==> config.mk <==
export PLATFORM = sky130hd
export DESIGN_NAME = wb_port_arbiter
export DESIGN_NICKNAME = d
export VERILOG_FILES = /design/src/rtl/wb_port_arbiter.sv
export SDC_FILE = /design/constraint.sdc
export NUM_CORES = 1
export LEC_CHECK = 0
export CAP_MARGIN = 20
export CORE_ASPECT_RATIO = 1.75
export CORE_MARGIN = 10
export CORE_UTILIZATION = 45
export DETAILED_ROUTE_END_ITERATION = 6
export PLACE_DENSITY = 0.77
export SETUP_SLACK_MARGIN = 0.05
export SYNTH_ARGS = -nofsm -noshare
export SYNTH_HDL_FRONTEND = slang
export SYNTH_SLANG_ARGS = --single-unit
==> constraint.sdc <==
create_clock -name clk -period 6.5 [get_ports clk]
set_clock_uncertainty 0.2 [all_clocks]
set_input_delay 0.65 -clock clk [delete_from_list [all_inputs] [get_ports clk]]
set_output_delay 0.65 -clock clk [all_outputs]
set_load 0.02 [all_outputs]
==> src/rtl/wb_port_arbiter.sv <==
// Shares the register-file write port between buffered ALU results and memory loads.
// Loads normally win; a bounded starvation counter force-grants the ALU FIFO head.
module wb_port_arbiter #(
  parameter int DATA_W       = 64,
  parameter int FIFO_DEPTH   = 2,
  parameter int STARVE_LIMIT = 4
) (
  input  logic                          clk,
  input  logic                          rst,
  input  logic                          alu_valid,
  output logic                          alu_ready,
  input  logic [4:0]                    alu_rd,
  input  logic [DATA_W-1:0]             alu_data,
  input  logic                          mem_valid,
  output logic                          mem_ready,
  input  logic [4:0]                    mem_rd,
  input  logic [DATA_W-1:0]             mem_data,
  output logic                          rf_we,
  output logic [4:0]                    rf_waddr,
  output logic [DATA_W-1:0]             rf_wdata,
  output logic [$clog2(FIFO_DEPTH):0]   alu_pending
);

  localparam int PW = (FIFO_DEPTH > 1) ? $clog2(FIFO_DEPTH) : 1;
  localparam int CW = $clog2(FIFO_DEPTH) + 1;
  localparam int SW = $clog2(STARVE_LIMIT + 1);
  localparam logic [CW-1:0] FULL_CNT   = CW'(FIFO_DEPTH);
  localparam logic [SW-1:0] STARVE_MAX = SW'(STARVE_LIMIT);

  logic [4:0]        rd_mem   [FIFO_DEPTH];
  logic [DATA_W-1:0] data_mem [FIFO_DEPTH];

  logic [PW-1:0]     wr_ptr_q, wr_ptr_d;
  logic [PW-1:0]     rd_ptr_q, rd_ptr_d;
  logic [CW-1:0]     count_q, count_d;
  logic [SW-1:0]     starve_q, starve_d;
  logic              rf_we_q, rf_we_d;
  logic [4:0]        rf_waddr_q, rf_waddr_d;
  logic [DATA_W-1:0] rf_wdata_q, rf_wdata_d;

  logic              fifo_empty;
  logic              force_grant;
  logic              alu_acc;
  logic              pop;
  logic              push;
  logic              mem_win;
  logic              bypass;
  logic [4:0]        head_rd;
  logic [DATA_W-1:0] head_data;

  assign fifo_empty  = (count_q == '0);
  assign force_grant = (starve_q == STARVE_MAX) && !fifo_empty;

  // Ready depends only on state, so a full FIFO stays closed even on a pop cycle.
  assign alu_ready   = (count_q != FULL_CNT);
  assign mem_ready   = !force_grant;
  assign alu_acc     = alu_valid && alu_ready;

  assign head_rd     = rd_mem[rd_ptr_q];
  assign head_data   = data_mem[rd_ptr_q];

  // Exactly one winner per cycle; x0 loads fall through so the FIFO can drain.
  always_comb begin
    pop     = 1'b0;
    mem_win = 1'b0;
    bypass  = 1'b0;
    if (force_grant) begin
      pop = 1'b1;
    end else if (mem_valid && (mem_rd != 5'd0)) begin
      mem_win = 1'b1;
    end else if (!fifo_empty) begin
      pop = 1'b1;
    end else if (alu_acc && (alu_rd != 5'd0)) begin
      bypass = 1'b1;
    end
  end

  assign push = alu_acc && (alu_rd != 5'd0) && !bypass;

  always_comb begin
    wr_ptr_d = push ? wr_ptr_q + 1'b1 : wr_ptr_q;
    rd_ptr_d = pop  ? rd_ptr_q + 1'b1 : rd_ptr_q;
    case ({push, pop})
      2'b10:   count_d = count_q + 1'b1;
      2'b01:   count_d = count_q - 1'b1;
      default: count_d = count_q;
    endcase
  end

  always_comb begin
    starve_d = starve_q;
    if (fifo_empty || pop) begin
      starve_d = '0;
    end else if (mem_win && (starve_q != STARVE_MAX)) begin
      starve_d = starve_q + 1'b1;
    end
  end

  // Address/data hold their last value on idle cycles; only rf_we drops.
  always_comb begin
    rf_we_d    = pop || mem_win || bypass;
    rf_waddr_d = rf_waddr_q;
    rf_wdata_d = rf_wdata_q;
    if (pop) begin
      rf_waddr_d = head_rd;
      rf_wdata_d = head_data;
    end else if (mem_win) begin
      rf_waddr_d = mem_rd;
      rf_wdata_d = mem_data;
    end else if (bypass) begin
      rf_waddr_d = alu_rd;
      rf_wdata_d = alu_data;
    end
  end

  always_ff @(posedge clk) begin
    if (push && !rst) begin
      rd_mem[wr_ptr_q]   <= alu_rd;
      data_mem[wr_ptr_q] <= alu_data;
    end
  end

  always_ff @(posedge clk) begin
    if (rst) begin
      wr_ptr_q   <= '0;
      rd_ptr_q   <= '0;
      count_q    <= '0;
      starve_q   <= '0;
      rf_we_q    <= 1'b0;
      rf_waddr_q <= '0;
      rf_wdata_q <= '0;
    end else begin
      wr_ptr_q   <= wr_ptr_d;
      rd_ptr_q   <= rd_ptr_d;
      count_q    <= count_d;
      starve_q   <= starve_d;
      rf_we_q    <= rf_we_d;
      rf_waddr_q <= rf_waddr_d;
      rf_wdata_q <= rf_wdata_d;
    end
  end

  assign rf_we       = rf_we_q;
  assign rf_waddr    = rf_waddr_q;
  assign rf_wdata    = rf_wdata_q;
  assign alu_pending = count_q;

endmodule

== Word level (Yosys, flattened, before mapping) ==
Memory sizes are Yosys's and may differ from the RTL's. A register that Yosys moved wholly into a read port is not among the register bits.
Cells that the tools add are included.
Word-level totals
  flip-flop bits (word level): 77
  latch bits: 0
  RAM bits: 138
  ROM bits: 0
  output and inout bits: 74
  logic and storage cells: 61
  memories: 2
Memories
  data_mem: depth 2, width 64, rd ports 1, clocked after Yosys merged registers in 1, write ports 1, RTL line 31  | logic [DATA_W-1:0] data_mem [FIFO_DEPTH];
  rd_mem: depth 2, width 5, rd ports 1, clocked after Yosys merged registers in 1, write ports 1, RTL line 30  | logic [4:0] rd_mem [FIFO_DEPTH];
Cells by class
  add/subtract/negate cells: 5
  $mul: 0
  divide/modulo/power cells: 0
  magnitude comparators: 0
  equality and inequality tests: 5
  shift-type cells: 0
  multiplexer cells: 22
  bitwise operators: 0
  reductions and logical operators: 20
Operators by type and width (count)
  $mux 64: 3
  $mux 1: 15
  $mux 5: 3
  $reduce_bool 5->1: 2
  $logic_and 1x1->1: 7
  $logic_not 1->1: 4
  $pmux 2 s2: 1
  $add 3x1->3 const B: 1
  $eq 3x3->1 const B: 1
  $logic_or 1x1->1: 3
  $ne 3x3->1 const B: 1
  $reduce_bool 3->1: 1
  $add 1x1->1 const B: 2
  $add 2x1->2 const B: 1
  $eq 2x1->1 const B: 1
  $eq 2x2->1 const B: 1
  $logic_not 2->1: 1
  $ne 2x2->1 const B: 1
  $reduce_bool 2->1: 1
  $reduce_or 2->1: 1
  $sub 2x1->2 const B: 1

== Longest topological paths before layout ==
Gate-level depths: netlist (run 1).
  word-level depth: 12
  gate-level depth with buffers: 9

== Worst setup path before layout (run 1) ==
No wires, ideal clock.
  path kind: input to register
  start point: input mem_rd[1]
  end point: memory data_mem[1][0] (enable)
  library setup time: 0.595 ns
  arrival: 6.388 ns
  required time: 5.705 ns
  path slack: -0.683 ns
  stages: 5
  buffers on the path: 1
  path through: or4_1 > buf_2 > a311oi_1 > or2_2 > nor3b_1
Between the ends
  longest elaborated chain between the ends: 9
Ends and longest elaborated chain
  from (decl): RTL line 16  | input logic [4:0] mem_rd,
  $reduce_bool 5->1: RTL line 69  | end else if (mem_valid && (mem_rd != 5'd0)) begin
  $logic_and 1x1->1: RTL line 69
  $mux 1: RTL line 69
  $mux 1: RTL line 67  | if (force_grant) begin
  $logic_not 1->1: RTL line 78  | assign push = alu_acc && (alu_rd != 5'd0) && !bypass;
  $logic_and 1x1->1: RTL line 78
  $logic_and 1x1->1: RTL line 117  | if (push && !rst) begin
  $mux 1: RTL line 117
  $mux 1 (implied by the code): RTL line 119  | data_mem[wr_ptr_q] <= alu_data;
  to (decl): RTL line 31
Every way passes these cells.

== Worst setup path after layout (run 1) ==
  start point: input alu_rd[2]
  end point: register count_q[1] (netlist: alu_pending[1])
Between the ends
  longest elaborated chain between the ends: 10
Ends and longest elaborated chain
  from (decl): RTL line 12  | input logic [4:0] alu_rd,
  $reduce_bool 5->1 (*): RTL line 73, 78
  $logic_and 1x1->1 (*): RTL line 73, 78
  $mux 1: RTL line 73  | end else if (alu_acc && (alu_rd != 5'd0)) begin
  $mux 1: RTL line 71  | end else if (!fifo_empty) begin
  $mux 1: RTL line 69
  $mux 1: RTL line 67
  $logic_not 1->1: RTL line 78
  $logic_and 1x1->1 (*): RTL line 78
  $eq 2x1->1 or $eq 2x2->1 (tied branches): RTL line 83  | case ({push, pop})
  $pmux 2 s2 or $reduce_bool 2->1 (tied branches)
  to (signal assigned): RTL line 135  | count_q <= count_d;
  to (decl): RTL line 35  | logic [CW-1:0] count_q, count_d;
Every way passes the cells marked *; elsewhere a longest branch is shown, timed or not.
A chain may end at the register's enable or synchronous reset.

==> results of run 1 <==
-- cell type report --
| cell class | instances | area [µm²] |
|---|---|---|
| Inverter | 74 | 278 |
| Tap cell | 248 | 310 |
| Antenna cell | 2 | 5.00 |
| Clock buffer | 29 | 576 |
| Fill cell | 1648 | 8070 |
| Timing Repair Buffer | 226 | 2240 |
| Multi-Input combinational cell | 329 | 2900 |
| Clock inverter | 7 | 109 |
| Sequential cell | 216 | 5710 |
-- per-stage QoR --
stage               hold WS [ns]  std cells  total power, W  setup slack, ns  util [%]
finish                     0.257       1131         0.00425             3.09      60.0
global route               0.283       1131         0.00443             2.96      60.0
CTS                        0.256       1128         0.00428             2.94      59.9
detailed placement         0.247       1092         0.00305             2.44      56.5
global placement           0.239       1092         0.00303             2.57      56.5
floorplan                  0.227        682         0.00254             1.76         -
-- power groups by stage --
stage	clock network, W	logic (W)	registers (W)
5_1_grt	0.00130	0.00133	0.00180
3_3_place_gp	0	0.00122	0.00181
3_5_place_dp	0	0.00124	0.00181
4_1_cts	0.00125	0.00124	0.00179
2_1_floorplan	0	0.000659	0.00188
6_report	0.00122	0.00124	0.00178
-- critical path, stage by stage --
cell	delay, ns
clkdlybuf4s50_1	0.50
or4_1	0.61
o21ai_4	0.16
buf_4	0.60
or2_2	0.31
ha_1	0.28
or3_1	0.35
a21oi_1	0.13
-- per-layer routing --
metal | GRT usage, % | up-vias | wire, µm
li1 | - | 3058 | -
met5 | 0 | - | 53
met1 | 20.6 | 3312 | 9430
met4 | 8.96 | 6 | 1130
met3 | 3.47 | 72 | 1600
met2 | 33.6 | 298 | 14200
-- kinds of logic (layout without fill, tap and decap cells) --
family,after synthesis,count (layout),synth area share (%)
AOI/OAI and AO/OA,223,223,20.1
DFF,216,216,62.3
buffers and inverters,137,336,6.45
muxes,70,70,8.58
and+or+nand+nor,31,31,1.98
adders and majority gates,3,3,0.410
xor gates and xnor gates,2,2,0.191
other,0,2,0
-- registers in the layout (all words and copies together), names as in the netlist, named ones only --
signal,count
data_mem,128
rf_we,1
rf_wdata,64
starve_q,3
rd_mem,10
rf_waddr,5
alu_pending,2
wr_ptr_q,1
rd_ptr_q,1
-- Yosys cell counts (2+ instances only) --
cell type | n | area share [%]
edfxtp_1 | 138 | 45
dfxtp_1 | 78 | 17
inv_1 | 74 | 3.0
o21ai_0 | 69 | 3.8
mux2_2 | 68 | 8.4
a32oi_1 | 65 | 6.2
a221oi_1 | 44 | 4.2
clkbuf_1 | 29 | 1.2
a221oi_2 | 25 | 4.1
buf_2 | 25 | 1.4
buf_4 | 6 | 0.49
a21oi_1 | 5 | 0.27
nor2_1 | 5 | 0.20
or3_1 | 5 | 0.34
nor4_1 | 4 | 0.27
and2_1 | 3 | 0.20
buf_6 | 3 | 0.37
ha_1 | 3 | 0.41
nand3_1 | 3 | 0.16
nor3_1 | 3 | 0.16
a22oi_1 | 2 | 0.16
mux2i_1 | 2 | 0.22
or2_2 | 2 | 0.14
or4_1 | 2 | 0.16
-- worst paths after layout --
check                                                    to  depth (start not counted)  slack [ns]                     start
worst max-delay path            alu_pending[1]$_SDFFE_PP0P_                          8        3.09                 alu_rd[2]
worst min-delay path               starve_q[0]$_SDFFE_PP0P_                          1        0.26  starve_q[0]$_SDFFE_PP0P_
worst max register to register    rf_wdata[24]$_SDFFE_PP0P_                          7        3.47  starve_q[0]$_SDFFE_PP0P_
worst min register to register     starve_q[0]$_SDFFE_PP0P_                          1        0.26  starve_q[0]$_SDFFE_PP0P_
==> flow_summary.yaml, run 1 <==
timing:
  worstMarginPinSlew_ns: 1.05
  post-route-period-util_pct: 52.4
  max_freq_ghz: 0.293
  hold_viol_final: 0
  relSlewSlack_pct: 30.0
  final.setup.tns_ns: 0
  slew_violations: 0
  rsz0062_at_grt: "false"
  setup-violations-final: 0
  fin_crit_ns: 3.41
placed_design:
  place.port_buffers: 215
  post_dp_cell_area_mm2: 0.0114
  post-dp-hpwl_um: 17000
  routabilityCongestion: 0.772
global_routing:
  grt_usage_pct: 18.8
  grt_pass1_vias: 7190
  grt_pass1_wl_um: 40500
  antenna_found_initial: 5
  grt_max_degree: 71
  grt_overflow: 0
clock_tree:
  cts_tree: "built"
  clk_latency_ns: 0.48
  cts_max_level: 1
  clkTransAtPathRegs_ns: 0.07
  cts_made_buffers: 20
  cts-hold-fix-buffers: 0
  cts_sinks: 216
  post_cts_buffers: 0
  cts_buffer_depth: 3
  cts_root_buffer: "clkbuf_16"
  cts-resized-gates: 0
logic_synthesis:
  synth.cell_area_mm2: 0.00916
  syn_nets: 827
  synth_cells: 682
  async_flop_share_pct: 0
  ys_warn_count: 0
  synth-main-ff-cell: "edfxtp_1"
  ys_ff_latch: 216
  ys_seq_area_share_pct: 62.3
  synth_area_per_cell_um2: 13.4
  synthDistinctLibCells: 43
  synth-edff-count: 138
setup_path:
  critPathMaxFanout: 68
  end_kind: "flip-flop"
  worstSetupStartpointType: "input pin"
  cp.required_ns: 6.72
  crit_type: "input pin to flip-flop"
  arrival_ns: 3.63
power_and_ir_drop:
  clkPwrFrac_pct: 28.7
  p_sw_w: 0.00131
  power.internal_w: 0.00294
  comb_power_share_pct: 29.3
  power_frac_seq_pct: 42.0
  switching_share_pct: 30.8
  peakVddDrop_mv: 0.476
  p_leak_nw: 3.96
  power_density_mw_per_mm2: 350
drt:
  drt-pass1-iter-count: 6
  via_per_inst: 5.96
  wl_per_cell_um: 23.3
  drc: 0
  drt_iter0_markers: 481
  postRouteWirelength_um: 26400
  ant_nets: 0
  vias: 6746
final_layout:
  nNetsFinal: 1012
  layout_commonest_cell: "clkdlybuf4s50_1"
  final_cell_mix: "clkdlybuf4s50_1 (214), edfxtp_1 (138), dfxtp_1 (77)"
  finish.instance_area_mm2: 0.0121
  drive_gt1_share_pct: 16.3
  area_growth_pct: 32.4
floorplanning:
  rows: 69
  pin_count: 216
  core_area_mm2: 0.0202
  die_x_um: 128
  die_y_um: 209
  start_util_pct: 45.3
  dieArea_mm2: 0.0267
run_status:
  status: "finished, final reports clean"
min_path:
  min_path_type: "flip-flop to flip-flop"
flow_run:
  cap_violations: 0
Note: power is estimated with default switching activity, not from simulation.
==> inputs of run 2 (changes only) <==
==> constraint.sdc (replaced) <==
create_clock -name clk -period 3 [get_ports clk]
set_clock_uncertainty 0.2 [all_clocks]
set_input_delay 0.3 -clock clk [delete_from_list [all_inputs] [get_ports clk]]
set_output_delay 0.3 -clock clk [all_outputs]
set_load 0.02 [all_outputs]
==> flow_summary.yaml, run 2 (synthesis results as in run 1) <==
floorplanning:
  core_area_mm2: 0.0202
  start_util_pct: 45.3
  rows: 69
  dieArea_mm2: 0.0267
  die_x_um: 128
  pin_count: 216
  die_y_um: 209
drt:
  drt_iter0_markers: 546
  drt-pass1-iter-count: 6
  via_per_inst: 5.95
  postRouteWirelength_um: 26500
  vias: 6849
  drc: 0
  wl_per_cell_um: 23.0
  ant_nets: 0
power_and_ir_drop:
  power_density_mw_per_mm2: 735
  peakVddDrop_mv: 0.449
  p_leak_nw: 4.04
clock_tree:
  cts-resized-gates: 0
  clkTransAtPathRegs_ns: 0.06
  cts_tree: "built"
  cts_buffer_depth: 3
  cts_root_buffer: "clkbuf_16"
  cts-hold-fix-buffers: 0
  cts_made_buffers: 20
  post_cts_buffers: 0
  cts_sinks: 216
  cts_max_level: 1
  clk_latency_ns: 0.49
setup_path:
  critPathMaxFanout: 4
  timing.rr.start: "starve_q[0]$_SDFFE_PP0P_"
  end_kind: "primary output"
  cp.required_ns: 2.50
  crit_end: "mem_ready"
  r2r-end: "rf_wdata[57]$_SDFFE_PP0P_"
  arrival_ns: 2.03
  reg2reg_depth: 7
  rrSetupSlack_ns: 0.72
  crit_type: "flip-flop to primary output"
  worstSetupStartpoint: "starve_q[0]$_SDFFE_PP0P_"
  worstSetupStartpointType: "flip-flop"
final_layout:
  fillers: 1607
  layout_commonest_cell: "clkdlybuf4s50_1"
  area_growth_pct: 34.4
  finish.instance_area_mm2: 0.0123
  nNetsFinal: 1031
  regMostFlops: "data_mem"
  final_cell_mix: "clkdlybuf4s50_1 (214), edfxtp_1 (138), dfxtp_1 (75)"
  largest_register_ff_count: 128
  drive_gt1_share_pct: 17.8
global_routing:
  grt_pass1_vias: 7181
  grt_usage_pct: 18.8
  grt_overflow: 0
  antenna_found_initial: 8
  grt_pass1_wl_um: 40100
  grt_max_degree: 52
placed_design:
  post_dp_cell_area_mm2: 0.0117
  post-dp-hpwl_um: 18000
  pre_cts_slack_ns: 0.150
  routabilityCongestion: 0.848
  place.port_buffers: 215
run_status:
  status: "finished, final reports clean"
flow_run:
  cap_violations: 0
timing:
  fin_crit_ns: 2.53
  max_freq_ghz: 0.396
  relSlewSlack_pct: 66.2
  worst_slack_ns: 0.473
  slew_violations: 0
  hold_viol_final: 0
  worstMarginPinSlew_ns: 0.507
  rsz0062_at_grt: "false"
  setup-violations-final: 0
  post-route-period-util_pct: 84.2
min_path:
  min_path_type: "input pin to flip-flop"
  min-delay-start: "rst"
## run 2: worst min-delay path by stage
| stage | depth (start not counted) | end |
|---|---|---|
| 3_3_place_gp | 1 | starve_q[0]$_SDFFE_PP0P_ |
| 5_1_grt | 2 | rf_wdata[9]$_SDFFE_PP0P_ |
| 4_1_cts | 2 | rf_wdata[19]$_SDFFE_PP0P_ |
| 3_5_place_dp | 1 | starve_q[0]$_SDFFE_PP0P_ |
| 2_1_floorplan | 0 | data_mem[0][0]$_DFFE_PP_ |
| 6_report | 2 | rf_wdata[21]$_SDFFE_PP0P_ |
## run 2: stage by stage
stage          hold slack (ns)  setup TNS [ns]  util, %  power [W]  std cells
4_1_cts                  0.166               0     60.9    0.00911       1147
3_5_place_dp             0.249               0     57.9    0.00674       1112
6_report                 0.188               0     61.0    0.00904       1152
5_1_grt                  0.179               0     61.0    0.00943       1152
2_1_floorplan            0.199          -36.17        -    0.00551        682
3_3_place_gp             0.235               0     57.9    0.00669       1112
## run 2: power breakdown
group	switching, W	internal (W)
clock network	0.00102	0.00134
logic	0.00156	0.00131
registers	0.000249	0.00356
## run 2: worst max-delay path: stages, from the launching register on
cell and delay [ns]:
dfxtp_1 0.35, inv_1 0.05, ha_1 0.23, o211ai_1 0.22, clkdlybuf4s50_1 0.70
## run 2: layout make-up
cell class | instances | area (µm²) | area share (%)
clock buffers | 33 | 591 | 4.80
clock inverters | 2 | 8.76 | 0.0711
multi-input cells | 329 | 2900 | 23.5
diodes | 5 | 12.5 | 0.102
inverters | 74 | 278 | 2.26
flip-flops and latches | 216 | 5710 | 46.4
well taps | 248 | 310 | 2.52
repair buffers | 245 | 2500 | 20.3
## run 2: routing by layer
layer  up-vias  GRT usage (%)  part of all wire [%]
li1       3103              -                     -
met1      3329           20.3                    35
met2       315           32.3                    52
met3        96           3.73                   6.9
met4         6           11.9                   5.6
met5         -              0                  0.17
